File: config.mk
export PLATFORM = sky130hd
export DESIGN_NAME = sdram_init_refresh
export DESIGN_NICKNAME = d
export VERILOG_FILES = /design/src/rtl/sdram_pkg.sv /design/src/rtl/sdram_ref_timer.sv /design/src/rtl/sdram_init_refresh.sv
export SDC_FILE = /design/constraint.sdc
export NUM_CORES = 1
export LEC_CHECK = 0
export ABC_AREA = 1
export CAP_MARGIN = 25
export CORE_ASPECT_RATIO = 1.25
export CORE_UTILIZATION = 25
export CTS_CLUSTER_SIZE = 14
export DETAILED_ROUTE_END_ITERATION = 8
export MAX_ROUTING_LAYER = met4
export PLACE_DENSITY_LB_ADDON = 0.12
export SYNTH_ARGS = -nofsm -noshare
export SYNTH_HDL_FRONTEND = slang
export SYNTH_SLANG_ARGS = --single-unit
export TNS_END_PERCENT = 5
File: constraint.sdc
create_clock -name clk -period 2.8 [get_ports clk]
set_input_delay 0.56 -clock clk [delete_from_list [all_inputs] [get_ports clk]]
set_output_delay 0.56 -clock clk [all_outputs]
set_load 0.1 [all_outputs]
File: src/rtl/sdram_pkg.sv
// Shared constants for the SDRAM init/refresh block: command encodings,
// sequencer state codes and the precharge-all address bit.
package sdram_pkg;

    // {cs_n, ras_n, cas_n, we_n}
    localparam logic [3:0] CMD_INHIBIT      = 4'b1111;
    localparam logic [3:0] CMD_NOP          = 4'b0111;
    localparam logic [3:0] CMD_PRECHARGE    = 4'b0010;
    localparam logic [3:0] CMD_AUTO_REFRESH = 4'b0001;
    localparam logic [3:0] CMD_LOAD_MODE    = 4'b0000;

    localparam int STATE_W = 4;

    localparam logic [STATE_W-1:0] ST_WAIT_LOCK = 4'd0;
    localparam logic [STATE_W-1:0] ST_POWERUP   = 4'd1;
    localparam logic [STATE_W-1:0] ST_PRECHARGE = 4'd2;
    localparam logic [STATE_W-1:0] ST_WAIT_RP   = 4'd3;
    localparam logic [STATE_W-1:0] ST_INIT_REF  = 4'd4;
    localparam logic [STATE_W-1:0] ST_WAIT_RFC  = 4'd5;
    localparam logic [STATE_W-1:0] ST_LOAD_MODE = 4'd6;
    localparam logic [STATE_W-1:0] ST_WAIT_MRD  = 4'd7;
    localparam logic [STATE_W-1:0] ST_IDLE      = 4'd8;
    localparam logic [STATE_W-1:0] ST_REF_CMD   = 4'd9;
    localparam logic [STATE_W-1:0] ST_REF_WAIT  = 4'd10;

    // Address bit that selects "all banks" on a PRECHARGE
    localparam int A10_BIT = 10;

    function automatic int max_int(input int a, input int b);
        return (a > b) ? a : b;
    endfunction

endpackage

File: src/rtl/sdram_ref_timer.sv
// Periodic refresh timer: free-running interval counter, one-deep pending
// flag and a sticky overrun flag for intervals that expire while a request
// is still outstanding.
module sdram_ref_timer
    import sdram_pkg::*;
#(
    parameter int REF_INTERVAL = 780
) (
    input  logic clk_i,
    input  logic rst_i,            // synchronous clear (reset or lock loss)
    input  logic enable_i,         // counts only after init has completed
    input  logic clear_pending_i,  // the pending request was granted this cycle
    output logic pending_next_o,   // pending flag as it will be after this edge
    output logic overrun_o
);

    localparam int TW = $clog2(max_int(REF_INTERVAL, 2));
    localparam logic [TW-1:0] T_LAST = TW'(REF_INTERVAL - 1);

    logic [TW-1:0] tcnt_q, tcnt_d;
    logic          pending_q, pending_d;
    logic          overrun_q, overrun_d;
    logic          wrap_s;

    // Next-state for interval counter, pending and overrun flags
    always_comb begin
        wrap_s    = 1'b0;
        tcnt_d    = TW'(0);
        pending_d = 1'b0;
        overrun_d = 1'b0;
        if (enable_i) begin
            wrap_s = (tcnt_q == T_LAST);
            if (wrap_s) begin
                tcnt_d = TW'(0);
            end else begin
                tcnt_d = tcnt_q + TW'(1);
            end
            // A fresh expiry wins over a same-cycle grant: a new interval has
            // elapsed, so another refresh is owed.
            if (wrap_s) begin
                pending_d = 1'b1;
            end else if (clear_pending_i) begin
                pending_d = 1'b0;
            end else begin
                pending_d = pending_q;
            end
            overrun_d = overrun_q | (wrap_s & pending_q & ~clear_pending_i);
        end else begin
            tcnt_d    = TW'(0);
            pending_d = 1'b0;
            overrun_d = 1'b0;
        end
    end

    // Timer registers with synchronous clear
    always_ff @(posedge clk_i) begin
        if (rst_i) begin
            tcnt_q    <= TW'(0);
            pending_q <= 1'b0;
            overrun_q <= 1'b0;
        end else begin
            tcnt_q    <= tcnt_d;
            pending_q <= pending_d;
            overrun_q <= overrun_d;
        end
    end

    assign pending_next_o = pending_d;
    assign overrun_o      = overrun_q;

endmodule

File: src/rtl/sdram_init_refresh.sv
// SDRAM power-up sequencer and periodic refresh requester. Owns the command
// bus during initialisation and during granted refreshes; all outputs are
// registered and derived from the state being entered.
module sdram_init_refresh
    import sdram_pkg::*;
#(
    parameter int                ADDR_W       = 13,
    parameter int                BA_W         = 2,
    parameter int                CLK_MHZ      = 100,
    parameter int                T_POWERUP_US = 200,
    parameter int                T_RP         = 2,
    parameter int                T_RFC        = 7,
    parameter int                T_MRD        = 2,
    parameter int                INIT_REF_CNT = 8,
    parameter int                REF_INTERVAL = 780,
    parameter logic [ADDR_W-1:0] MODE_REG     = 13'h032
) (
    input  logic              clk,
    input  logic              rst,
    input  logic              pll_lock,
    input  logic              ref_gnt,
    output logic              sdr_cke,
    output logic [3:0]        sdr_cmd,
    output logic [ADDR_W-1:0] sdr_addr,
    output logic [BA_W-1:0]   sdr_ba,
    output logic              cmd_own,
    output logic              init_done,
    output logic              ref_req,
    output logic              ref_done,
    output logic              ref_overrun
);

    localparam int PU_CYC = T_POWERUP_US * CLK_MHZ;
    localparam int CNT_W  = $clog2(max_int(max_int(PU_CYC, T_RFC), max_int(max_int(T_RP, T_MRD), 2)));
    localparam int RC_W   = $clog2(INIT_REF_CNT + 1);

    // Wait states last T-1 cycles, so they terminate at count T-2
    localparam logic [CNT_W-1:0] PU_LAST  = CNT_W'(PU_CYC - 1);
    localparam logic [CNT_W-1:0] RP_LAST  = CNT_W'(max_int(T_RP - 2, 0));
    localparam logic [CNT_W-1:0] RFC_LAST = CNT_W'(max_int(T_RFC - 2, 0));
    localparam logic [CNT_W-1:0] MRD_LAST = CNT_W'(max_int(T_MRD - 2, 0));
    localparam logic [RC_W-1:0]  RC_LAST  = RC_W'(INIT_REF_CNT);

    logic                lock_meta_q, lock_sync_q;
    logic                abort_s, gnt_accept_s, pending_next_s;
    logic [STATE_W-1:0]  state_q, state_d;
    logic [CNT_W-1:0]    cnt_q, cnt_d;
    logic [RC_W-1:0]     rcnt_q, rcnt_d;
    logic                cke_q, cke_d, own_q, own_d, done_q, done_d;
    logic                req_q, req_d, rdone_q, rdone_d;
    logic [3:0]          cmd_q, cmd_d;
    logic [ADDR_W-1:0]   addr_q, addr_d;
    logic [BA_W-1:0]     ba_q, ba_d;

    assign abort_s      = rst | ~lock_sync_q;
    assign gnt_accept_s = req_q & ref_gnt;

    // Two-flop resynchroniser for the PLL lock
    always_ff @(posedge clk) begin
        if (rst) begin
            lock_meta_q <= 1'b0;
            lock_sync_q <= 1'b0;
        end else begin
            lock_meta_q <= pll_lock;
            lock_sync_q <= lock_meta_q;
        end
    end

    sdram_ref_timer #(
        .REF_INTERVAL (REF_INTERVAL)
    ) u_ref_timer (
        .clk_i           (clk),
        .rst_i           (abort_s),
        .enable_i        (done_q),
        .clear_pending_i (gnt_accept_s),
        .pending_next_o  (pending_next_s),
        .overrun_o       (ref_overrun)
    );

    // Sequencer next-state and cycle/refresh counters
    always_comb begin
        state_d = state_q;
        cnt_d   = cnt_q + CNT_W'(1);
        rcnt_d  = rcnt_q;
        case (state_q)
            ST_WAIT_LOCK: begin
                state_d = ST_POWERUP;
                cnt_d   = CNT_W'(0);
            end
            ST_POWERUP: begin
                if (cnt_q == PU_LAST) begin
                    state_d = ST_PRECHARGE;
                    cnt_d   = CNT_W'(0);
                end else begin
                    state_d = ST_POWERUP;
                end
            end
            ST_PRECHARGE: begin
                cnt_d  = CNT_W'(0);
                rcnt_d = RC_W'(0);
                if (T_RP > 1) begin
                    state_d = ST_WAIT_RP;
                end else begin
                    state_d = ST_INIT_REF;
                end
            end
            ST_WAIT_RP: begin
                if (cnt_q == RP_LAST) begin
                    state_d = ST_INIT_REF;
                    cnt_d   = CNT_W'(0);
                end else begin
                    state_d = ST_WAIT_RP;
                end
            end
            ST_INIT_REF: begin
                cnt_d  = CNT_W'(0);
                rcnt_d = rcnt_q + RC_W'(1);
                if (T_RFC > 1) begin
                    state_d = ST_WAIT_RFC;
                end else if (rcnt_d == RC_LAST) begin
                    state_d = ST_LOAD_MODE;
                end else begin
                    state_d = ST_INIT_REF;
                end
            end
            ST_WAIT_RFC: begin
                if (cnt_q == RFC_LAST) begin
                    cnt_d = CNT_W'(0);
                    if (rcnt_q == RC_LAST) begin
                        state_d = ST_LOAD_MODE;
                    end else begin
                        state_d = ST_INIT_REF;
                    end
                end else begin
                    state_d = ST_WAIT_RFC;
                end
            end
            ST_LOAD_MODE: begin
                cnt_d = CNT_W'(0);
                if (T_MRD > 1) begin
                    state_d = ST_WAIT_MRD;
                end else begin
                    state_d = ST_IDLE;
                end
            end
            ST_WAIT_MRD: begin
                if (cnt_q == MRD_LAST) begin
                    state_d = ST_IDLE;
                    cnt_d   = CNT_W'(0);
                end else begin
                    state_d = ST_WAIT_MRD;
                end
            end
            ST_IDLE: begin
                cnt_d = CNT_W'(0);
                if (gnt_accept_s) begin
                    state_d = ST_REF_CMD;
                end else begin
                    state_d = ST_IDLE;
                end
            end
            ST_REF_CMD: begin
                cnt_d = CNT_W'(0);
                if (T_RFC > 1) begin
                    state_d = ST_REF_WAIT;
                end else begin
                    state_d = ST_IDLE;
                end
            end
            ST_REF_WAIT: begin
                if (cnt_q == RFC_LAST) begin
                    state_d = ST_IDLE;
                    cnt_d   = CNT_W'(0);
                end else begin
                    state_d = ST_REF_WAIT;
                end
            end
            default: begin
                state_d = ST_WAIT_LOCK;
                cnt_d   = CNT_W'(0);
                rcnt_d  = RC_W'(0);
            end
        endcase
    end

    // Bus and status values for the cycle being entered
    always_comb begin
        cke_d  = 1'b1;
        cmd_d  = CMD_NOP;
        addr_d = ADDR_W'(0);
        ba_d   = BA_W'(0);
        own_d  = 1'b1;
        case (state_d)
            ST_WAIT_LOCK: begin
                cke_d = 1'b0;
                cmd_d = CMD_INHIBIT;
            end
            ST_PRECHARGE: begin
                cmd_d           = CMD_PRECHARGE;
                addr_d[A10_BIT] = 1'b1;
            end
            ST_INIT_REF, ST_REF_CMD: begin
                cmd_d = CMD_AUTO_REFRESH;
            end
            ST_LOAD_MODE: begin
                cmd_d  = CMD_LOAD_MODE;
                addr_d = MODE_REG;
            end
            ST_IDLE: begin
                own_d = 1'b0;
            end
            default: begin
                cmd_d = CMD_NOP;
            end
        endcase
        done_d  = (state_d == ST_IDLE) || (state_d == ST_REF_CMD) || (state_d == ST_REF_WAIT);
        rdone_d = (state_d == ST_IDLE) && ((state_q == ST_REF_CMD) || (state_q == ST_REF_WAIT));
        req_d   = pending_next_s && (state_d == ST_IDLE);
    end

    // State, counters and registered outputs; reset or lock loss aborts
    always_ff @(posedge clk) begin
        if (abort_s) begin
            state_q <= ST_WAIT_LOCK;
            cnt_q   <= CNT_W'(0);
            rcnt_q  <= RC_W'(0);
            cke_q   <= 1'b0;
            cmd_q   <= CMD_INHIBIT;
            addr_q  <= ADDR_W'(0);
            ba_q    <= BA_W'(0);
            own_q   <= 1'b1;
            done_q  <= 1'b0;
            req_q   <= 1'b0;
            rdone_q <= 1'b0;
        end else begin
            state_q <= state_d;
            cnt_q   <= cnt_d;
            rcnt_q  <= rcnt_d;
            cke_q   <= cke_d;
            cmd_q   <= cmd_d;
            addr_q  <= addr_d;
            ba_q    <= ba_d;
            own_q   <= own_d;
            done_q  <= done_d;
            req_q   <= req_d;
            rdone_q <= rdone_d;
        end
    end

    assign sdr_cke   = cke_q;
    assign sdr_cmd   = cmd_q;
    assign sdr_addr  = addr_q;
    assign sdr_ba    = ba_q;
    assign cmd_own   = own_q;
    assign init_done = done_q;
    assign ref_req   = req_q;
    assign ref_done  = rdone_q;

endmodule

==> flow_metrics.tcl <==
set metrics [dict create \
    status "finished clean" \
    area_delta_synth_final_pct 16.3 \
    cts.clk_slew.worst_paths_ns 0.07 \
    critPathLaunchType "flip-flop" \
    hold-worst-slack_ns 0.412 \
    power_density_nw_per_um2 507 \
    grt_pass1_vias 2045 \
    cts_tree "done" \
    ant_nets 0 \
    antenna_found_initial 0 \
    crit_path_cell_trace "inv_1 > ha_1 > nand3_1 > nor2_4 > nand2_1 > nor2_1 > a21oi_1 > nand2_2 > nand3b_1 > nand2_1" \
    rrSetupSlack_ns 1.0 \
    clock_sink_count 48 \
    hpwl_um 4240 \
    grt-busiest-layer "met2" \
    cp_slowest_cell "dfxtp_1" \
    slew_viol_final 0 \
    num-nets-final 382 \
    die_x_um 91.6 \
    gr-total-overflow 0 \
    dr.pass1.iters 4 \
    numCtsBuffers 5 \
    use_met1_pct 13.3 \
    finalSetupViolCount 0 \
    ios 29 \
    postRouteWirelength_um 5340 \
    post_cts_resized 0 \
    rows 40 \
    via_count 2052 \
    cp-end-kind "flip-flop" \
    drc 0 \
    cp_num_buf_inv 1 \
    synth_most_common_cell "nand2_1" \
    vias_per_cell 4.11 \
    ys_types 30 \
    synth-seq-cells 48 \
    die-area_um2 10400 \
    timing.setup.tns_ns 0 \
    hold_viol 0 \
    synth_ff_type "dfxtp_1" \
    grt_pass1_wl_um 9380 \
    ir_drop_v 0.000315 \
    netlist_top_cells_area "dfxtp_1 38%, nand2_1 10%, nor2_1 8.2%, inv_1 7.3%, nand3_1 4.0%" \
    arrival_ns 1.99 \
    worstPathMaxFanout 5 \
    ys_top_cells_by_count "67 x nand2_1, 55 x nor2_1, 49 x inv_1" \
    cts_root_buf "clkbuf_16" \
    insertion_delay_ns 0.29 \
    place_area_um2 2740 \
    drt_iter0_drc 50 \
    critPathTopFamily "simple AND/OR/NAND/NOR gates" \
    multi_input_area_um2 1280 \
    synth_edf_count 0 \
    initial_utilization_pct 25.9 \
    hp-class "flip-flop to flip-flop" \
    io_buffers 17 \
    ys_seq_area_share_pct 38.3 \
    drt-wirelength-per-cell_um 10.7 \
    clockBufferDepth 2 \
    grtUsageMet2_pct 20.3 \
    die_h_um 114 \
    seq_area_um2 961 \
    final_area_um2 2910 \
    skew_ns 0.00808 \
    crit_required_ns 2.99 \
    period_needed_ns 1.80 \
    hold_buffers 0 \
    cp_common_cell "nand2_1" \
    fmax_ghz 0.555 \
    ys_async_sr_fraction_pct 0 \
    routabilityCongestion 0.746 \
    coreArea_um2 9660 \
    netlist_area_um2 2510 \
    met3_usage_pct 2.47 \
    cpPeakStageDelay_ns 0.41 \
    grt_usage_pct 11.6 \
    cellLeakagePower_nw 1.24 \
    fill_cells 1068 \
    cap_violations 0 \
    post_synth_inst_count 351 \
    synth_top_area_share_pct 38.3 \
    rsz0062_at_grt "no" \
    drive_gt1_share_pct 16.9 \
    synth_top_cell_by_area "dfxtp_1" \
    synth.avg_cell_area_um2 7.14 \
    yosysWarnings 0 \
    worstSetupPathType "flip-flop to flip-flop" \
    htreeDepth 2 \
    grt_max_degree 17 \
    fin_crit_sh_pct 64.4 \
    antenna_cells 0 \
    postCtsSetupBuffers 0 \
]
## path summary, 6_finish.rpt
check,start,to,depth (start not counted)
worst max-delay path,cnt_q[0],sdr_cmd[2],10
worst max register to register,cnt_q[0],sdr_cmd[2],10
worst min register to register,lock_meta_q,lock_sync_q,2
worst min-delay path,lock_meta_q,lock_sync_q,2
## state kept, by name (all words and copies together), names as in the netlist
signal / count
sdr_cmd: 4
rcnt_q: 4
cmd_own: 1
u_ref_timer.pending_q: 1
ref_req: 1
lock_meta_q: 1
sdr_addr: 2
u_ref_timer.overrun_o: 1
u_ref_timer.tcnt_q: 10
cnt_q: 15
init_done: 1
state_q: 4
ref_done: 1
sdr_cke: 1
lock_sync_q: 1
## where the power goes
part	switching [mW]	total [mW]	internal, mW
clock network	0.278	0.703	0.425
logic	0.0802	0.0887	0.00849
registers	0.00130	0.686	0.685
total	0.359	1.48	1.12
## kinds of logic after synthesis
| kind of cell | count (synthesis) | share of synthesized area [%] |
|---|---|---|
| AO/OA/AOI/OAI | 20 | 4.64 |
| XOR/XNOR | 13 | 4.54 |
| adder cells (fa/ha/maj) | 6 | 3.00 |
| buffers and inverters | 68 | 12.1 |
| flip-flops | 48 | 38.3 |
| other | 1 | 0.150 |
| AND/OR/NAND/NOR | 195 | 37.2 |
## layout make-up
| class | instances | area share [%] |
|---|---|---|
| clock inverters | 3 | 1.59 |
| inverters | 54 | 6.96 |
| multi-input cells | 245 | 43.9 |
| clock buffers | 5 | 4.29 |
| flip-flops and latches | 48 | 33.0 |
| repair buffers | 18 | 4.89 |
| well taps | 126 | 5.41 |
## worst min-delay path: stages, from the launching register on
cell and delay [ns]:
dfxtp_1 0.30, inv_1 0.04, nor2_1 0.03
## placed cells by master (no fill, tap or decap), types with 2 or more instances in the layout
cell	synthesis	layout
nand3_1	20	20
nor2_1	55	55
buf_4	13	15
nor2_2	10	10
nand4_1	6	6
xor2_1	10	10
o21ai_0	3	3
nand2_1	67	67
nor3_1	10	10
o211ai_1	3	3
inv_1	49	49
nand2_2	12	12
xnor2_1	3	3
nand3b_1	2	2
conb_1	1	11
nor3_2	2	2
a21oi_1	11	11
clkbuf_16	0	5
ha_1	6	6
dfxtp_1	48	48
or2_2	2	2
nor2_4	5	5
inv_2	5	5
clkdlybuf4s50_1	0	3
## layer usage
metal | part of all wire, % | wire length [um]
met1 | 47 | 2490
met2 | 49 | 2640
met3 | 2.5 | 134
met4 | 1.4 | 73
met5 | 0 | 0
## through the flow
step / power [mW] / instances / utilization [%] / setup slack, ns
after global placement: 0.791 / 491 / 28.4 / 0.762
after global routing: 1.53 / 499 / 30.2 / 0.860
final: 1.48 / 499 / 30.2 / 0.997
after floorplan: 0.793 / 361 / - / 0.866
after CTS: 1.50 / 499 / 30.2 / 0.970
after detailed placement: 0.791 / 491 / 28.4 / 0.694
(Power assumes the default switching activity.)
